===== src/rtl/wb_stage.sv =====
// rtl/wb_stage.sv - MIPS writeback stage: M/W pipeline register, load extension, GRF write port
//
// Purpose:
//   Captures memory-stage results into the M/W register. Extends load data by
//   type and byte offset, then selects the GRF write value. Drives the GRF
//   write port and the forwarding source used by the D/E stages. Instructions
//   killed by an M-stage exception or interrupt become bubbles.
//
// Optional feature:
//   WB_TRACE_EN - when defined, prints one "time@pc: $rd <= data" line for
//   each writing instruction as it leaves W.
//
// Ports:
//   clk, reset          clock; synchronous active-high reset
//   m_valid, m_regwr    M slot holds an instruction / it writes a GPR
//   m_rd, m_pc8         destination register, PC + 8
//   m_wdsel             0 ALU, 1 load, 2 pc8 (link), 3 aux
//   m_alu, m_dmrd       ALU result (low bits = load offset), raw memory word
//   m_aux               HI/LO/CP0 read value
//   m_ldtype            0 lw, 1 lb, 2 lbu, 3 lh, 4 lhu, others lw
//   stall, exc_kill     hold W register / kill the instruction being captured
//   A3, WD, RegWr, pc8  GRF write port and trace PC
//   w_valid, w_fwd_en   W slot valid / W result forwardable

module wb_stage (
    input  logic        clk,
    input  logic        reset,
    input  logic        m_valid,
    input  logic        m_regwr,
    input  logic [4:0]  m_rd,
    input  logic [31:0] m_pc8,
    input  logic [1:0]  m_wdsel,
    input  logic [31:0] m_alu,
    input  logic [31:0] m_dmrd,
    input  logic [31:0] m_aux,
    input  logic [2:0]  m_ldtype,
    input  logic        stall,
    input  logic        exc_kill,
    output logic [4:0]  A3,
    output logic [31:0] WD,
    output logic        RegWr,
    output logic [31:0] pc8,
    output logic        w_valid,
    output logic        w_fwd_en
);

    localparam logic [1:0] WDSEL_ALU  = 2'd0;
    localparam logic [1:0] WDSEL_LOAD = 2'd1;
    localparam logic [1:0] WDSEL_PC8  = 2'd2;

    localparam logic [2:0] LD_LB  = 3'd1;
    localparam logic [2:0] LD_LBU = 3'd2;
    localparam logic [2:0] LD_LH  = 3'd3;
    localparam logic [2:0] LD_LHU = 3'd4;

    logic        valid_q,  valid_d;
    logic        regwr_q,  regwr_d;
    logic [4:0]  rd_q,     rd_d;
    logic [31:0] pc8_q,    pc8_d;
    logic [1:0]  wdsel_q,  wdsel_d;
    logic [31:0] alu_q,    alu_d;
    logic [31:0] dmrd_q,   dmrd_d;
    logic [31:0] aux_q,    aux_d;
    logic [2:0]  ldtype_q, ldtype_d;

    // Next-state. A stall holds every field. A kill still captures the slot
    // but clears valid, so a flush bubble enters W.
    always_comb begin
        valid_d  = valid_q;
        regwr_d  = regwr_q;
        rd_d     = rd_q;
        pc8_d    = pc8_q;
        wdsel_d  = wdsel_q;
        alu_d    = alu_q;
        dmrd_d   = dmrd_q;
        aux_d    = aux_q;
        ldtype_d = ldtype_q;
        if (!stall) begin
            valid_d  = m_valid & ~exc_kill;
            regwr_d  = m_regwr;
            rd_d     = m_rd;
            pc8_d    = m_pc8;
            wdsel_d  = m_wdsel;
            alu_d    = m_alu;
            dmrd_d   = m_dmrd;
            aux_d    = m_aux;
            ldtype_d = m_ldtype;
        end
    end

    always_ff @(posedge clk) begin
        if (reset) begin
            valid_q  <= 1'b0;
            regwr_q  <= 1'b0;
            rd_q     <= 5'd0;
            pc8_q    <= 32'd0;
            wdsel_q  <= 2'd0;
            alu_q    <= 32'd0;
            dmrd_q   <= 32'd0;
            aux_q    <= 32'd0;
            ldtype_q <= 3'd0;
        end else begin
            valid_q  <= valid_d;
            regwr_q  <= regwr_d;
            rd_q     <= rd_d;
            pc8_q    <= pc8_d;
            wdsel_q  <= wdsel_d;
            alu_q    <= alu_d;
            dmrd_q   <= dmrd_d;
            aux_q    <= aux_d;
            ldtype_q <= ldtype_d;
        end
    end

    // Load extension (little-endian). Halves use only off[1]. A misaligned
    // half has already been turned into an exception upstream.
    logic [7:0]  ld_byte;
    logic [15:0] ld_half;
    logic [31:0] ld_data;

    always_comb begin
        ld_byte = 8'd0;
        case (alu_q[1:0])
            2'd0:    ld_byte = dmrd_q[7:0];
            2'd1:    ld_byte = dmrd_q[15:8];
            2'd2:    ld_byte = dmrd_q[23:16];
            default: ld_byte = dmrd_q[31:24];
        endcase
        ld_half = alu_q[1] ? dmrd_q[31:16] : dmrd_q[15:0];

        ld_data = dmrd_q;
        case (ldtype_q)
            LD_LB:   ld_data = {{24{ld_byte[7]}}, ld_byte};
            LD_LBU:  ld_data = {24'd0, ld_byte};
            LD_LH:   ld_data = {{16{ld_half[15]}}, ld_half};
            LD_LHU:  ld_data = {16'd0, ld_half};
            default: ld_data = dmrd_q;
        endcase
    end

    logic        wr_en;
    logic [31:0] wd_sel;

    always_comb begin
        wd_sel = aux_q;
        case (wdsel_q)
            WDSEL_ALU:  wd_sel = alu_q;
            WDSEL_LOAD: wd_sel = ld_data;
            WDSEL_PC8:  wd_sel = pc8_q;
            default:    wd_sel = aux_q;
        endcase
    end

    // Writes to $0 are never issued, so forwarding never sees a fake $0.
    assign wr_en    = valid_q & regwr_q & (rd_q != 5'd0);
    assign RegWr    = wr_en;
    assign A3       = wr_en ? rd_q : 5'd0;
    assign WD       = wd_sel;
    assign pc8      = valid_q ? pc8_q : 32'd0;
    assign w_valid  = valid_q;
    assign w_fwd_en = wr_en;

`ifdef WB_TRACE_EN
    // Print only when the W instruction is about to be replaced. Repeated
    // presentations during a stall therefore print once.
    always_ff @(posedge clk) begin
        if (!reset && !stall && wr_en) begin
            $display("%0t@%h: $%0d <= %h", $time, pc8_q - 32'd8, rd_q, wd_sel);
        end
    end
`else
`endif

endmodule


===== config.mk =====
export PLATFORM = sky130hd
export DESIGN_NAME = wb_stage
export DESIGN_NICKNAME = d
export VERILOG_FILES = /design/src/rtl/wb_stage.sv
export SDC_FILE = /design/constraint.sdc
export NUM_CORES = 1
export LEC_CHECK = 0
export BUFFER_PORTS_ARGS = -buffer_cell sky130_fd_sc_hd__buf_2
export CAP_MARGIN = 20
export CORE_ASPECT_RATIO = 0.75
export CORE_MARGIN = 5
export CORE_UTILIZATION = 31
export DETAILED_ROUTE_END_ITERATION = 16
export GPL_ROUTABILITY_DRIVEN = 0
export PLACE_DENSITY_LB_ADDON = 0.15
export SKIP_CTS_REPAIR_TIMING = 1
export SYNTH_ARGS = -nofsm -noshare
export SYNTH_HDL_FRONTEND = slang
export SYNTH_SLANG_ARGS = --single-unit

===== constraint.sdc =====
create_clock -name clk -period 1.7 [get_ports clk]
set_clock_uncertainty 0.1 [all_clocks]
set_input_delay 0.085 -clock clk [delete_from_list [all_inputs] [get_ports clk]]
set_output_delay 0.085 -clock clk [all_outputs]
set_load 0.05 [all_outputs]

# After elaboration in Yosys (flattened, before gate mapping)
# Index checks and enable logic that the tools add are counted.
totals:
  input_bits: 144
  out_inout_bits: 72
  ff_bits: 140
  wordCells: 30
op_classes:
  n_eq_ne: 8
  reduce_logical: 3
  n_mux: 6
  n_bitwise: 4
op_table:
  columns: ["operator", "count"]
  rows:
  - ["32-bit case mux with 4 select lines", 1]
  - ["32-bit case mux with 3 select lines", 1]
  - ["32-bit 2-to-1 mux", 1]
  - ["8-bit case mux with 3 select lines", 1]
  - ["16-bit 2-to-1 mux", 1]
  - ["3-bit by 2-bit == test with 1-bit output (second input constant)", 2]
  - ["5-bit 2-to-1 mux", 1]
  - ["5-bit nonzero test", 1]
  - ["2-bit by 1-bit == test with 1-bit output (second input constant)", 2]
  - ["2-bit == test (second input constant)", 2]
  - ["2-bit logical NOT", 2]
  - ["1-bit bitwise AND", 3]
  - ["3-bit by 1-bit == test with 1-bit output (second input constant)", 1]
  - ["3-bit == test (second input constant)", 1]
  - ["1-bit inverter", 1]

# Depth between registers and ports, before layout
depth:
  ltp_word: 4
  mapped_depth: 7
  ltp_nobuf: 4

# Worst setup path after synthesis
# Ideal clock, no wire load.
synth_timing:
  path_kind: "register -> output"
  startpoint: "reg wdsel_q[0]"
  endpoint: "out WD[27]"
  required_time_ns: 1.515
  arrival_ns: 2.389
  path_buffers: 2
  path_slack_ns: -0.874
  path_stages_with_launch: 7
  path_cell_list: "dfxtp_1 buf_2 nor2b_1 o21ai_0 or3b_1 buf_6 o21ai_0"
synth_via:
  elab_chain_cells: 2
  elab_cells_between_ends: 4
  cone_classes: "2 x eq/ne; 1 x mux; 1 x reduce/logical"
synth_rtl:
  columns: ["item", "line", "rtl"]
  rows:
  - ["start, declared", "60", "logic [1:0] wdsel_q, wdsel_d;"]
  - ["start signal, assigned", "107", "wdsel_q <= wdsel_d;"]
  - ["2-bit == test (tied with other cells)", "146", "case (wdsel_q)"]
  - ["32-bit case mux with 3 select lines *", "146", null]
  - ["end, declared", "40", "output logic [31:0] WD,"]
# Mark *: on every way between the ends. The rest lies on a longest branch, timed or not.

# Worst setup path after layout
layout_timing:
  startpoint: "reg ldtype_q[1]"
  endpoint: "out WD[30]"
layout_via:
  elab_chain_cells: 3
  elab_cells_between_ends: 6
  cone_classes: "4 x eq/ne; 2 x mux"
layout_rtl:
  columns: ["item", "line", "rtl"]
  rows:
  - ["start, declared", "64", "logic [2:0] ldtype_q, ldtype_d;"]
  - ["start signal, assigned", "111", "ldtype_q <= ldtype_d;"]
  - ["3-bit == test (tied with other cells)", "132", "case (ldtype_q)"]
  - ["32-bit case mux with 4 select lines *", "132", null]
  - ["32-bit case mux with 3 select lines *", "146", null]
# Marks and branches as above.

==> results.md <==
- Outcome: finished with violations
- Violated checks: negative setup slack
- CP max-delay cell: or3b_1
- IO Port Bufs: 215
- Clock Latency Late Sink: around 0.42 ns
- Core Footprint: about 0.023 mm^2
- Post-Synth Simple-Gate Area: 0.198
- Final period utilization: 1.41
- RSZ-0062 raised after global routing: yes
- CTS HTree Levels: 4
- Clock root buffer master: clkbuf_16
- CP bufs+invs: 2
- Critical path fanouts, max: 8
- Fin worst setup slack: -0.701 ns
- Number of synthesized flops with an enable pin: 0
- FF+latch count, synth: 140
- Die Ht: about 140 um
- CTS max path bufs: 2
- DR vias: approximately 7,300
- Pin count of the biggest net entering global routing: 50
- First-pass GRT wire length: a little under 40 mm
- Tmin final: around 2.4 ns
- Synthesis-to-layout area growth: 72.9%
- ANT nets after route: 0
- Maxcap violations: 0
- Top-count cell post-synth: nor2_1
- Worst Max-Slew Pin Slew: roughly 0.54 ns
- Post-synthesis compound-gate area fraction: 0.104
- Sequential fraction of design power: 0.352
- Commonest cells in the netlist: nor2_1 (178), mux2i_1 (175), dfxtp_1 (140)
- Drt first-iter violations: approximately 400
- Share of cells above drive strength 1: 0.354
- Mean post-synth cell area: 8.78 um^2
- Starting Density: 0.312
- Synth async-reset ratio: 0
- Comb power frac: 0.268
- Post-route cell area: 0.0123 mm^2
- Final wirelength: 28.0 mm
- Fillers: 2,089
- Final setup viols: 32
- Ys Warns: 0
- Net Sw Power: between 3 and 4 mW
- Setup CP Type: flip-flop to output port
- Adder-cell share of the synthesized area: 0
- CP Launch Type: flip-flop
- Row count: 48
- Post-synthesis xor/xnor area fraction: 0.00476
- Post-DP Area: between 0.009 and 0.01 mm^2
- Die width: around 180 um
- Cell variety after synth: 40
- CTS Buf Count: 17
- CP Cell Sequence: or3b_1 -> or3_4 -> or3b_4 -> clkbuf_16 -> o21ai_2 -> buf_6
- Dpl hpwl: between 15 and 20 mm
- Synth top area share: 0.395
- Syn_nets: between 900 and 1,000
- Gate family responsible for the most delay along the worst path: simple AND/OR/NAND/NOR gates
- Post-Synthesis Cells: between 800 and 900
- Initial antenna violation count: 1
- NumNets Final: about 1,400
- Endpoints failing hold: 0
- Largest stage delay on the critical path: approximately 0.40 ns
- Crit path DAT: 2.22 ns
- Fin. max-slew vios: 0
- Synth Flop Type: dfxtp_1
- Clock network power share: 0.379
- Setup crit end kind: output port
- Cell area after synthesis: between 0.007 and 0.008 mm^2
- Fmax: between 0.4 and 0.5 GHz
- Min-Delay Path Class: primary input to flip-flop
- Switch share: 0.305
- IR drop worst, VDD: 0.562 mV
- Worst endpoint required time: ~1.5 ns
- Total power: approximately 10 mW
- Vias in the first global route: ~6,600
- Gr usage total: 0.192
- Drt pass-1 iters: 4
- Static Leak: ~5.6 nW
- Leading post-synthesis cells by cell area: dfxtp_1 (39%), mux2i_1 (25%), nor2_1 (9.4%)
- Area leader, netlist: dfxtp_1
- Worst slew margin relative to its limit: 0.637
- DRC: 0
- Pwr dens: 842 mW/mm^2
- Largest family of logic cells by synthesized area: multiplexers
- Int Pwr: roughly 7 mW
- CTS clock-pin slew for the worst setup and hold paths: around 0.060 ns
- Sequential area share after synthesis: 0.395
- Routed length per instance: between 15 and 20 um
- Mux share of post-synthesis cell area: 0.254
- Gr ovfl total: 0
- Vias per cell: ~4.7
- CTS tree: built
- Ports: between 200 and 250
- N_diodes: 0
- Num Clock Sinks: 140
- DIE AREA: 0.0261 mm^2
[metrics by stage]
step / std cells / setup WS [ns] / hold WS (ns) / setup TNS (ns) / utilization
after floorplan: 809 / -0.215 / 0.129 / -4.93 / -
after global placement: 1352 / -0.346 / 0.214 / -8.84 / 0.415
after detailed placement: 1352 / -0.363 / 0.221 / -9.46 / 0.415
after CTS: 1383 / -0.828 / -0.233 / -24.58 / 0.441
after global routing: 1549 / -0.775 / 0.122 / -22.74 / 0.540
final: 1549 / -0.701 / 0.122 / -20.42 / 0.540
[power groups by stage]
| stage | Combinational [mW] | Clock (mW) | Sequential (mW) |
|---|---|---|---|
| 2_1_floorplan | 1.38 | 0 | 3.65 |
| 3_3_place_gp | 2.15 | 0 | 3.70 |
| 3_5_place_dp | 2.16 | 0 | 3.71 |
| 4_1_cts | 2.16 | 4.03 | 3.63 |
| 5_1_grt | 2.95 | 4.19 | 3.67 |
| 6_report | 2.77 | 3.92 | 3.64 |
[per-layer routing]
metal | wire length [um] | global-route usage
met3 | 1640 | 0.0539
met5 | 0 | 0
met2 | 12500 | 0.282
met4 | 379 | 0.0409
met1 | 13600 | 0.281
[flip-flops by register name, indices dropped and copies added (netlist names)]
name	count
alu_q	32
aux_q	32
dmrd_q	32
ldtype_q	3
pc8_q	32
rd_q	5
regwr_q	1
w_valid	1
wdsel_q	2
[cell type report]
cell class | count | area (um^2) | share of cell area
sequential | 140 | 2820 | 0.229
tap | 300 | 375 | 0.0306
multi-input combinational | 599 | 4530 | 0.369
timing repair buffer | 477 | 3940 | 0.321
inverter | 2 | 7.51 | 0.000611
clock buffer | 17 | 425 | 0.0346
clock inverter | 14 | 184 | 0.0150
[layout by cell type (no fill, tap or decap), types with 7 or more instances in the layout]
| cell | netlist | layout |
|---|---|---|
| nand2_1 | 17 | 17 |
| nor2b_1 | 19 | 18 |
| buf_8 | 1 | 8 |
| nor2_1 | 178 | 177 |
| o21ai_0 | 30 | 23 |
| a21oi_1 | 27 | 13 |
| a2111oi_2 | 0 | 7 |
| nor3_1 | 9 | 8 |
| clkbuf_16 | 0 | 19 |
| o31ai_1 | 7 | 7 |
| dfxtp_1 | 140 | 134 |
| mux2i_1 | 175 | 165 |
| buf_2 | 13 | 182 |
| o22ai_4 | 0 | 11 |
| o22ai_1 | 22 | 11 |
| and2_1 | 32 | 32 |
| nand2b_1 | 22 | 20 |
| a21oi_2 | 0 | 13 |
| o221a_4 | 0 | 7 |
| buf_6 | 2 | 27 |
| dlygate4sd3_1 | 0 | 150 |
| buf_4 | 2 | 87 |
| nand3b_1 | 8 | 8 |
| buf_12 | 0 | 19 |
[worst paths after layout]
kind / slack (ns) / from / endpoint / cells after the start
setup / recovery: -0.70 / ldtype_q[1] / WD[30] / 6
hold / removal: 0.12 / stall / alu_q[30] / 3
setup reg to reg: 0.36 / pc8_q[24] / pc8_q[24] / 3
hold reg to reg: 0.39 / alu_q[7] / alu_q[7] / 2
[worst min-delay path: cells and delay by family]
kind / cells / cell delay (ns)
buffers and inverters: 1 / 0.27
and+or+nand+nor: 1 / 0.07
muxes: 1 / 0.17
[cell families after synthesis]
group | Yosys count
and+or+nand+nor | 301
muxes | 180
DFF | 140
AOI/OAI and AO/OA | 115
buffers and inverters | 70
xor gates and xnor gates | 3
No activity file was read; power rests on OpenSTA's default activity.
